[src/rtl/p09_pkg.sv]
// p09 raster timing: shared defaults, the counter-width helper and the strobe bundle.
package p09_pkg;

    // Default 640x480 timing, in pixels (horizontal) and lines (vertical).
    localparam int DEF_H_DISPLAY = 640;
    localparam int DEF_H_FRONT   = 16;
    localparam int DEF_H_SYNC    = 96;
    localparam int DEF_H_BACK    = 48;
    localparam int DEF_V_DISPLAY = 480;
    localparam int DEF_V_FRONT   = 10;
    localparam int DEF_V_SYNC    = 2;
    localparam int DEF_V_BACK    = 33;

    // Sync active level: 0 = active-low.
    localparam bit DEF_SYNC_POL  = 1'b0;

    // Signed counter width able to hold -blank .. display-1 for an axis of 'total' steps.
    function automatic int cnt_width(input int total);
        return $clog2(total) + 1;
    endfunction

    // Strobes derived from both axes, registered together in the top.
    typedef struct packed {
        logic display_on;
        logic line_start;
        logic frame_start;
    } strobe_t;

endpackage

[src/rtl/p09_axis_counter.sv]
// One raster axis: signed position counter running -BLANK .. DISPLAY-1 and its
// registered sync strobe. The next-state count is exported so the top can register
// strobes that line up with the count presented in the same cycle.
module p09_axis_counter
    import p09_pkg::*;
#(
    parameter int DISPLAY  = DEF_H_DISPLAY,
    parameter int FRONT    = DEF_H_FRONT,
    parameter int SYNC     = DEF_H_SYNC,
    parameter int BACK     = DEF_H_BACK,
    parameter bit SYNC_POL = DEF_SYNC_POL,
    parameter int W        = cnt_width(DISPLAY + FRONT + SYNC + BACK)
) (
    input  logic                clk,
    input  logic                rst_n,
    input  logic                advance,
    output logic signed [W-1:0] count,
    output logic signed [W-1:0] count_next,
    output logic                sync,
    output logic                wrap
);

    localparam int BLANK = FRONT + SYNC + BACK;

    // Key positions on the axis, all derived from the timing parameters.
    localparam logic signed [W-1:0] L_ORIGIN     = W'(-BLANK);
    localparam logic signed [W-1:0] L_LAST       = W'(DISPLAY - 1);
    localparam logic signed [W-1:0] L_SYNC_FIRST = W'(-(SYNC + BACK));
    localparam logic signed [W-1:0] L_SYNC_LAST  = W'(-BACK - 1);
    localparam logic signed [W-1:0] L_ONE        = W'(1);

    logic signed [W-1:0] r_count;
    logic                r_sync;
    logic signed [W-1:0] w_count_next;
    logic                w_wrap;
    logic                w_sync_active;

    // The axis wraps when it is told to advance from its last visible position.
    assign w_wrap = advance && (r_count == L_LAST);

    // Next-state position: hold, step by one, or return to the origin.
    always_comb begin
        w_count_next = r_count;
        if (w_wrap) begin
            w_count_next = L_ORIGIN;
        end else if (advance) begin
            w_count_next = r_count + L_ONE;
        end
    end

    assign w_sync_active = (w_count_next >= L_SYNC_FIRST) && (w_count_next <= L_SYNC_LAST);

    // Position and sync are registered together so they never skew.
    always_ff @(posedge clk or negedge rst_n) begin
        if (!rst_n) begin
            r_count <= L_ORIGIN;
            r_sync  <= ~SYNC_POL;
        end else begin
            r_count <= w_count_next;
            r_sync  <= w_sync_active ? SYNC_POL : ~SYNC_POL;
        end
    end

    assign count      = r_count;
    assign count_next = w_count_next;
    assign sync       = r_sync;
    assign wrap       = w_wrap;

endmodule

[src/rtl/p09_timing.sv]
// p09 raster timing generator: signed h/v position counters, sync/blank strobes,
// line/frame pulses and the per-frame animation time cur_time.
// Optional build macro P09_TIME_DIV_EN adds input time_div and a 3-bit frame
// prescaler so cur_time advances once every 2^time_div frames.
module p09_timing
    import p09_pkg::*;
#(
    parameter int H_DISPLAY = DEF_H_DISPLAY,
    parameter int H_FRONT   = DEF_H_FRONT,
    parameter int H_SYNC    = DEF_H_SYNC,
    parameter int H_BACK    = DEF_H_BACK,
    parameter int V_DISPLAY = DEF_V_DISPLAY,
    parameter int V_FRONT   = DEF_V_FRONT,
    parameter int V_SYNC    = DEF_V_SYNC,
    parameter int V_BACK    = DEF_V_BACK,
    parameter bit SYNC_POL  = DEF_SYNC_POL
) (
    input  logic clk,
    input  logic rst_n,
    input  logic time_run,
`ifdef P09_TIME_DIV_EN
    input  logic [1:0] time_div,
`endif
    output logic signed [cnt_width(H_DISPLAY + H_FRONT + H_SYNC + H_BACK)-1:0] counter_h,
    output logic signed [cnt_width(V_DISPLAY + V_FRONT + V_SYNC + V_BACK)-1:0] counter_v,
    output logic       hsync,
    output logic       vsync,
    output logic       display_on,
    output logic       line_start,
    output logic       frame_start,
    output logic [7:0] cur_time
);

    localparam int HTOTAL  = H_DISPLAY + H_FRONT + H_SYNC + H_BACK;
    localparam int VTOTAL  = V_DISPLAY + V_FRONT + V_SYNC + V_BACK;
    localparam int H_BLANK = HTOTAL - H_DISPLAY;
    localparam int V_BLANK = VTOTAL - V_DISPLAY;
    localparam int HW      = cnt_width(HTOTAL);
    localparam int VW      = cnt_width(VTOTAL);

    localparam logic signed [HW-1:0] L_H_ORIGIN = HW'(-H_BLANK);
    localparam logic signed [VW-1:0] L_V_ORIGIN = VW'(-V_BLANK);

    logic signed [HW-1:0] w_h_count;
    logic signed [HW-1:0] w_h_next;
    logic                 w_h_sync;
    logic                 w_h_wrap;
    logic signed [VW-1:0] w_v_count;
    logic signed [VW-1:0] w_v_next;
    logic                 w_v_sync;
    logic                 w_v_wrap;

    strobe_t              w_strobe_next;
    strobe_t              r_strobe;
    logic [7:0]           r_cur_time;
    logic                 w_time_tick;

    // Horizontal axis advances every pixel clock.
    p09_axis_counter #(
        .DISPLAY  (H_DISPLAY),
        .FRONT    (H_FRONT),
        .SYNC     (H_SYNC),
        .BACK     (H_BACK),
        .SYNC_POL (SYNC_POL),
        .W        (HW)
    ) u_h_axis (
        .clk        (clk),
        .rst_n      (rst_n),
        .advance    (1'b1),
        .count      (w_h_count),
        .count_next (w_h_next),
        .sync       (w_h_sync),
        .wrap       (w_h_wrap)
    );

    // Vertical axis advances only when the horizontal axis wraps, so its wrap
    // marks the edge that returns both counters to the frame origin.
    p09_axis_counter #(
        .DISPLAY  (V_DISPLAY),
        .FRONT    (V_FRONT),
        .SYNC     (V_SYNC),
        .BACK     (V_BACK),
        .SYNC_POL (SYNC_POL),
        .W        (VW)
    ) u_v_axis (
        .clk        (clk),
        .rst_n      (rst_n),
        .advance    (w_h_wrap),
        .count      (w_v_count),
        .count_next (w_v_next),
        .sync       (w_v_sync),
        .wrap       (w_v_wrap)
    );

    // Strobes are decoded from next-state positions so that, once registered,
    // they describe the position shown in the same cycle.
    always_comb begin
        w_strobe_next             = '0;
        w_strobe_next.display_on  = !w_h_next[HW-1] && !w_v_next[VW-1];
        w_strobe_next.line_start  = (w_h_next == L_H_ORIGIN);
        w_strobe_next.frame_start = (w_h_next == L_H_ORIGIN) && (w_v_next == L_V_ORIGIN);
    end

    // Register the combined strobes; reset leaves them all low, so the origin
    // presented straight out of reset is never flagged.
    always_ff @(posedge clk or negedge rst_n) begin
        if (!rst_n) begin
            r_strobe <= '0;
        end else begin
            r_strobe <= w_strobe_next;
        end
    end

`ifdef P09_TIME_DIV_EN
    logic [2:0] r_presc;
    logic [2:0] w_div_mask;

    // Low time_div bits of the prescaler must all be set for cur_time to step.
    assign w_div_mask  = 3'((4'd1 << time_div) - 4'd1);
    assign w_time_tick = ((r_presc & w_div_mask) == w_div_mask);

    // Frame prescaler counts running frames; it freezes with cur_time.
    always_ff @(posedge clk or negedge rst_n) begin
        if (!rst_n) begin
            r_presc <= 3'd0;
        end else if (w_v_wrap && time_run) begin
            r_presc <= r_presc + 3'd1;
        end
    end
`else
    assign w_time_tick = 1'b1;
`endif

    // Animation time steps on the frame-origin edge; time_run is only looked at there.
    always_ff @(posedge clk or negedge rst_n) begin
        if (!rst_n) begin
            r_cur_time <= 8'd0;
        end else if (w_v_wrap && time_run && w_time_tick) begin
            r_cur_time <= r_cur_time + 8'd1;
        end
    end

    assign counter_h   = w_h_count;
    assign counter_v   = w_v_count;
    assign hsync       = w_h_sync;
    assign vsync       = w_v_sync;
    assign display_on  = r_strobe.display_on;
    assign line_start  = r_strobe.line_start;
    assign frame_start = r_strobe.frame_start;
    assign cur_time    = r_cur_time;

endmodule

[config.mk]
export PLATFORM = sky130hd
export DESIGN_NAME = p09_timing
export DESIGN_NICKNAME = d
export VERILOG_FILES = /design/src/rtl/p09_pkg.sv /design/src/rtl/p09_axis_counter.sv /design/src/rtl/p09_timing.sv
export SDC_FILE = /design/constraint.sdc
export NUM_CORES = 1
export LEC_CHECK = 0
export CAP_MARGIN = 20
export CELL_PAD_IN_SITES_DETAIL_PLACEMENT = 0
export CELL_PAD_IN_SITES_GLOBAL_PLACEMENT = 1
export CORE_MARGIN = 3
export CORE_UTILIZATION = 40
export CTS_CLUSTER_DIAMETER = 100
export DETAILED_ROUTE_END_ITERATION = 12
export PLACE_DENSITY_LB_ADDON = 0.1
export SLEW_MARGIN = 15
export SYNTH_ARGS = -nofsm -noshare
export SYNTH_HDL_FRONTEND = slang
export SYNTH_SLANG_ARGS = --single-unit
export TNS_END_PERCENT = 1
[constraint.sdc]
create_clock -name clk -period 3.61 [get_ports clk]
set_clock_uncertainty 0.2 [all_clocks]
set_input_delay 0.722 -clock clk [delete_from_list [all_inputs] [get_ports clk]]
set_output_delay 0.722 -clock clk [all_outputs]
set_load 0.02 [all_outputs]
* Yosys cells after proc, flatten, opt, wreduce, memory -nomap -nowiden
Cells that the tools add are included.
** Storage, ports and cells
- Bits in registers :: 35
- Bits of input ports :: 3
- Logic and storage cells :: 32
** Cells by class
- $add $sub $neg :: 3
- $lt $le $gt $ge :: 4
- Equal/unequal tests :: 4
- Muxes and demuxes :: 5
- Reductions and logical operators :: 8
** Operators by type and width (count)
- 11-bit 2-to-1 mux :: 3
- 11-bit by 2-bit adder with 11-bit output, second input constant :: 2
- 11-bit by 7-bit <= comparator with 1-bit output, second input constant :: 2
- 11-bit by 10-bit equality test with 1-bit output, second input constant :: 1
- 11-bit equality test, second input constant :: 1
- 11-bit by 7-bit equality test with 1-bit output, second input constant :: 1
- 11-bit by 9-bit equality test with 1-bit output, second input constant :: 1
- 11-bit by 7-bit greater-or-equal comparator with 1-bit output, second input constant :: 1
- 11-bit by 9-bit greater-or-equal comparator with 1-bit output, second input constant :: 1
- 8-bit by 1-bit adder with 8-bit output, second input constant :: 1
- 1-bit logical AND :: 6
- 1-bit zero test :: 2
- 1-bit 2-to-1 mux :: 2

* Logic depth before layout (Yosys ltp)
- Depth in word-level cells :: 6
- Depth in mapped cells :: 9
- Mapped depth without buffers :: 7

* By module
Synthesis repeated with hierarchy kept, for this count alone.
** Second synthesis, totals
- Cells, all modules :: 213
- Area total of the unflattened synthesis :: 2123.3 um^2
** By module, submodules not included
- p09_axis_counter at u_v_axis :: times used 1, cells each 93, area an instance 863.3 um^2
- p09_axis_counter at u_h_axis :: times used 1, cells each 78, area an instance 772.0 um^2
- p09_timing :: times used 1, cells each 42, area an instance 488.0 um^2

* Worst setup path after synthesis
Ideal clock, no wire load.
- Path type :: reg-to-reg
- From :: register u_h_axis.r_count[6], in the netlist u_h_axis.count[6]
- To :: register r_cur_time[1], in the netlist cur_time[1]
- Library setup time :: 0.125 ns
- Arrival time :: 2.412 ns
- Data required time :: 3.285 ns
- Slack :: 0.873 ns
- Stages on the path, launching flop included :: 9
- Period minus slack after synthesis :: 2.737 ns
- Cells stage by stage :: dfstp_2 > clkbuf_1 > nand2_1 > or4_4 > buf_6 > nor3_4 > buf_6 > nand2_1 > mux2_4
** On the way
- Cells in the longest elaborated chain, start to end :: 3
** RTL lines
- start, declared :: RTL line p09_axis_counter.sv:32 : logic signed [W-1:0] r_count;
- start signal, assigned :: RTL line p09_axis_counter.sv:59 : r_count <= w_count_next;
- 11-bit equality test :: RTL line p09_axis_counter.sv:39 : assign w_wrap = advance && (r_count == L_LAST);
- 1-bit logical AND :: RTL line p09_axis_counter.sv:39
- 1-bit logical AND :: RTL line p09_timing.sv:138 : end else if (w_v_wrap && time_run && w_time_tick) begin
- end signal, assigned :: RTL line p09_timing.sv:139 : r_cur_time <= r_cur_time + 8'd1;
- end, declared :: RTL line p09_timing.sv:55 : logic [7:0] r_cur_time;
Every way passes these cells.
A chain may end at the register's enable or synchronous reset.

* Worst setup path in the final report
- From :: register u_h_axis.r_count[0], in the netlist u_h_axis.count[0]
- To :: register r_cur_time[6], in the netlist cur_time[6]
The elaborated chain is that of the path after synthesis.

==> impl_metrics.py <==
metrics = {
    "pwr": {
        "leakage_uw": 0.000997,
        "power.share.switching_pct": 22.7,
        "p_sw_uw": 155,
        "ir_drop_mv": 0.179,
        "seqPwrFrac_pct": 57.6,
        "comb_power_share_pct": 1.6,
        "p_int_uw": 528,
        "p_per_area_nw_per_um2": 272,
        "power.share.clock_pct": 40.9,
    },
    "layout": {
        "layout.nets": 250,
        "final_area_sq_um": 2500,
        "fill_cells": 475,
        "regArea_sq_um": 895,
        "area_growth_pct": 23.8,
        "antenna_cells": 0,
        "multiInputGateArea_sq_um": 1020,
        "drive_above_1_share_pct": 14.8,
    },
    "clock_tree": {
        "clock_latency_ps": 290,
        "cts_num_sinks": 35,
        "root_buffer": "clkbuf_8",
        "cts_buffers": 5,
        "postCtsSetupBuffers": 0,
        "clkTransAtPathRegs_ps": 70,
        "htree_levels": 2,
        "tritoncts": "done",
        "postCtsHoldBufs": 0,
        "ctsLongestPathBuffers": 2,
        "cts_resized": 0,
    },
    "synthesis": {
        "synth_top_area_share_pct": 24.8,
        "synth_seq_cells": 35,
        "syn_nets": 216,
        "synth_common_cells": "20 x dfrtp_1, 18 x xnor2_1, 17 x nor2_1",
        "async_flop_share_pct": 100,
        "yosys_warnings": 0,
        "syn_inst": 209,
        "yosysMostFrequentCell": "dfrtp_1",
        "syn_area_sq_um": 2020,
        "synth_area_leader_cell": "dfrtp_1",
        "netlist-cell-type-count": 49,
        "synthFlopType": "dfrtp_1",
        "yosys-top-cells-area": "dfrtp_1 25%, dfstp_2 19%, xnor2_1 7.8%",
        "synth_edf_count": 0,
        "postSynthAreaPerCell_sq_um": 9.67,
        "yosysSeqAreaShare_pct": 44.2,
    },
    "timing": {
        "rsz0062_at_grt": "false",
        "tightest_slew_ps": 620,
        "whs_ps": 276,
        "finalSetupViolCount": 0,
        "final.setup.tns_ps": 0,
        "max_freq_mhz": 343,
        "finalCritPeriodShare_pct": 80.8,
        "layout_setup_ws_ps": 691,
        "hold_viol": 0,
        "drv_slew": 0,
        "layout_min_cycle_time_ps": 2920,
        "slew_headroom_pct": 58.3,
    },
    "global_routing": {
        "antenna_found_initial": 0,
        "overflow": 0,
        "grt_pass1_vias": 1658,
        "grt_max_degree": 36,
        "grt_pass1_wl_microns": 7960,
        "grt_usage_pct": 16.7,
    },
    "floorplan": {
        "pin_count": 38,
        "num_rows": 25,
        "core_area_sq_um": 4820,
        "die_h_microns": 77.1,
        "dieArea_sq_um": 5940,
        "start_util_pct": 42.0,
        "die_w_microns": 77.1,
    },
    "routing": {
        "ant_nets": 0,
        "viasPerCell": 5.35,
        "drc": 0,
        "vias": 1663,
        "wirelength_microns": 4730,
        "first_pass_iters": 4,
        "wl_per_cell_microns": 15.2,
        "drt_iter0_drc": 111,
    },
    "place": {
        "port_buffers": 37,
        "pre_cts_ws_ps": 686,
        "dpl_cell_area_sq_um": 2420,
        "globalplace.congestion": 0.856,
        "hpwlAfterDp_microns": 3410,
    },
    "worst_setup_path": {
        "crit_arrival_ps": 2890,
        "start_kind": "flop",
        "slowest_stage": "or4_4",
        "critPathKind": "flop to flop",
        "cp.required_ps": 3590,
        "cp_max_fo": 11,
        "worstSetupEndpointType": "flop",
        "crit_chain": "ha_1 -> nand2_1 -> or4_4 -> nor3_4 -> and4_1 -> nand4_1 -> xnor2_1",
        "max_stage_delay_ps": 660,
    },
    "status": {
        "outcome": "finished clean",
    },
    "flow_run": {
        "cap_violations": 0,
    },
    "worst_hold_path": {
        "hold_path.class": "flop to flop",
    },
}
## kinds of logic (layout without fill, tap and decap cells)
| logic type | count (synthesis) | count (layout) | share of synthesized area (%) |
|---|---|---|---|
| adder cells (fa/ha/maj) | 4 | 4 | 2.48 |
| buffers and inverters | 22 | 57 | 5.38 |
| XOR/XNOR | 26 | 26 | 11.3 |
| flip-flops | 35 | 35 | 44.2 |
| AO/OA/AOI/OAI | 25 | 25 | 8.42 |
| multiplexers | 4 | 4 | 2.35 |
| AND/OR/NAND/NOR | 93 | 93 | 25.9 |
## metrics by stage
stage                     total power, uW  utilization [%]  cells
final                                 682             52.0    311
after global routing                  710             52.0    311
after CTS                             695             52.0    311
after detailed placement              411             50.2    303
after global placement                411             50.2    303
after floorplan                       400                -    209
## path summary, 6_finish.rpt
path                                                   from                          end  slack [ps]  cells after the start
worst max-delay path            u_h_axis.count[0]$_DFF_PN0_      cur_time[6]$_DFFE_PN0P_         690                      7
worst min-delay path                cur_time[7]$_DFFE_PN0P_      cur_time[7]$_DFFE_PN0P_         280                      1
worst max register to register  u_h_axis.count[0]$_DFF_PN0_      cur_time[6]$_DFFE_PN0P_         690                      7
worst min register to register      cur_time[7]$_DFFE_PN0P_      cur_time[7]$_DFFE_PN0P_         280                      1
max in group asynchronous                             rst_n  u_v_axis.count[1]$_DFF_PN1_        2230                      2
min in group asynchronous                             rst_n         display_on$_DFF_PN0_         650                      2
## state kept, by name, summed over array words and instances, names as in the netlist
name	flops
cur_time	8
u_h_axis.count	11
frame_start	1
u_v_axis.sync	1
u_v_axis.count	11
u_h_axis.sync	1
line_start	1
display_on	1
## area by class of cell
type / count / share of cell area (%)
Multi-Input combinational cell: 152 / 40.7
Sequential cell: 35 / 35.7
Timing Repair Buffer: 39 / 15.4
Tap cell: 67 / 3.35
Clock buffer: 5 / 2.75
Inverter: 10 / 1.50
Clock inverter: 3 / 0.600
## power by group through the flow
stage	registers (uW)	clock network (uW)	logic, uW
CTS	393	290	11.7
global placement	400	0	11.4
global route	393	305	12.7
finish	393	279	10.6
detailed placement	400	0	11.6
floorplan	400	0	0.0238
## layer usage
| layer | vias up | track usage [%] | share of wire [%] |
|---|---|---|---|
| met3 | 7 | 4.23 | 5.5 |
| li1 | 808 | - | - |
| met5 | - | 0 | 0 |
| met1 | 797 | 23.3 | 49 |
| met2 | 51 | 25.1 | 44 |
| met4 | 0 | 5.87 | 1.4 |
## placed cells by master (no fill, tap or decap), types with 3 or more instances in the layout
| master | n |
|---|---|
| nor4_2 | 3 |
| xor2_1 | 8 |
| clkdlybuf4s50_1 | 37 |
| xnor2_1 | 18 |
| nand4_1 | 10 |
| nand2b_1 | 3 |
| ha_1 | 4 |
| o21ai_0 | 4 |
| nor2_1 | 17 |
| dfstp_2 | 15 |
| and3_1 | 4 |
| nor3_1 | 8 |
| a21oi_1 | 6 |
| nand2_1 | 15 |
| nor4_1 | 3 |
| clkbuf_8 | 5 |
| inv_1 | 10 |
| dfrtp_1 | 20 |
| clkinv_2 | 3 |
| nand3_1 | 15 |
| a31oi_1 | 3 |
## worst max-delay path: cells and delay by family, from the launching register on
| kind | cells | cell delay, ps |
|---|---|---|
| XOR/XNOR | 1 | 140 |
| adder cells (fa/ha/maj) | 1 | 260 |
| flip-flops | 1 | 450 |
| AND/OR/NAND/NOR | 5 | 1750 |
(Power assumes the default switching activity.)
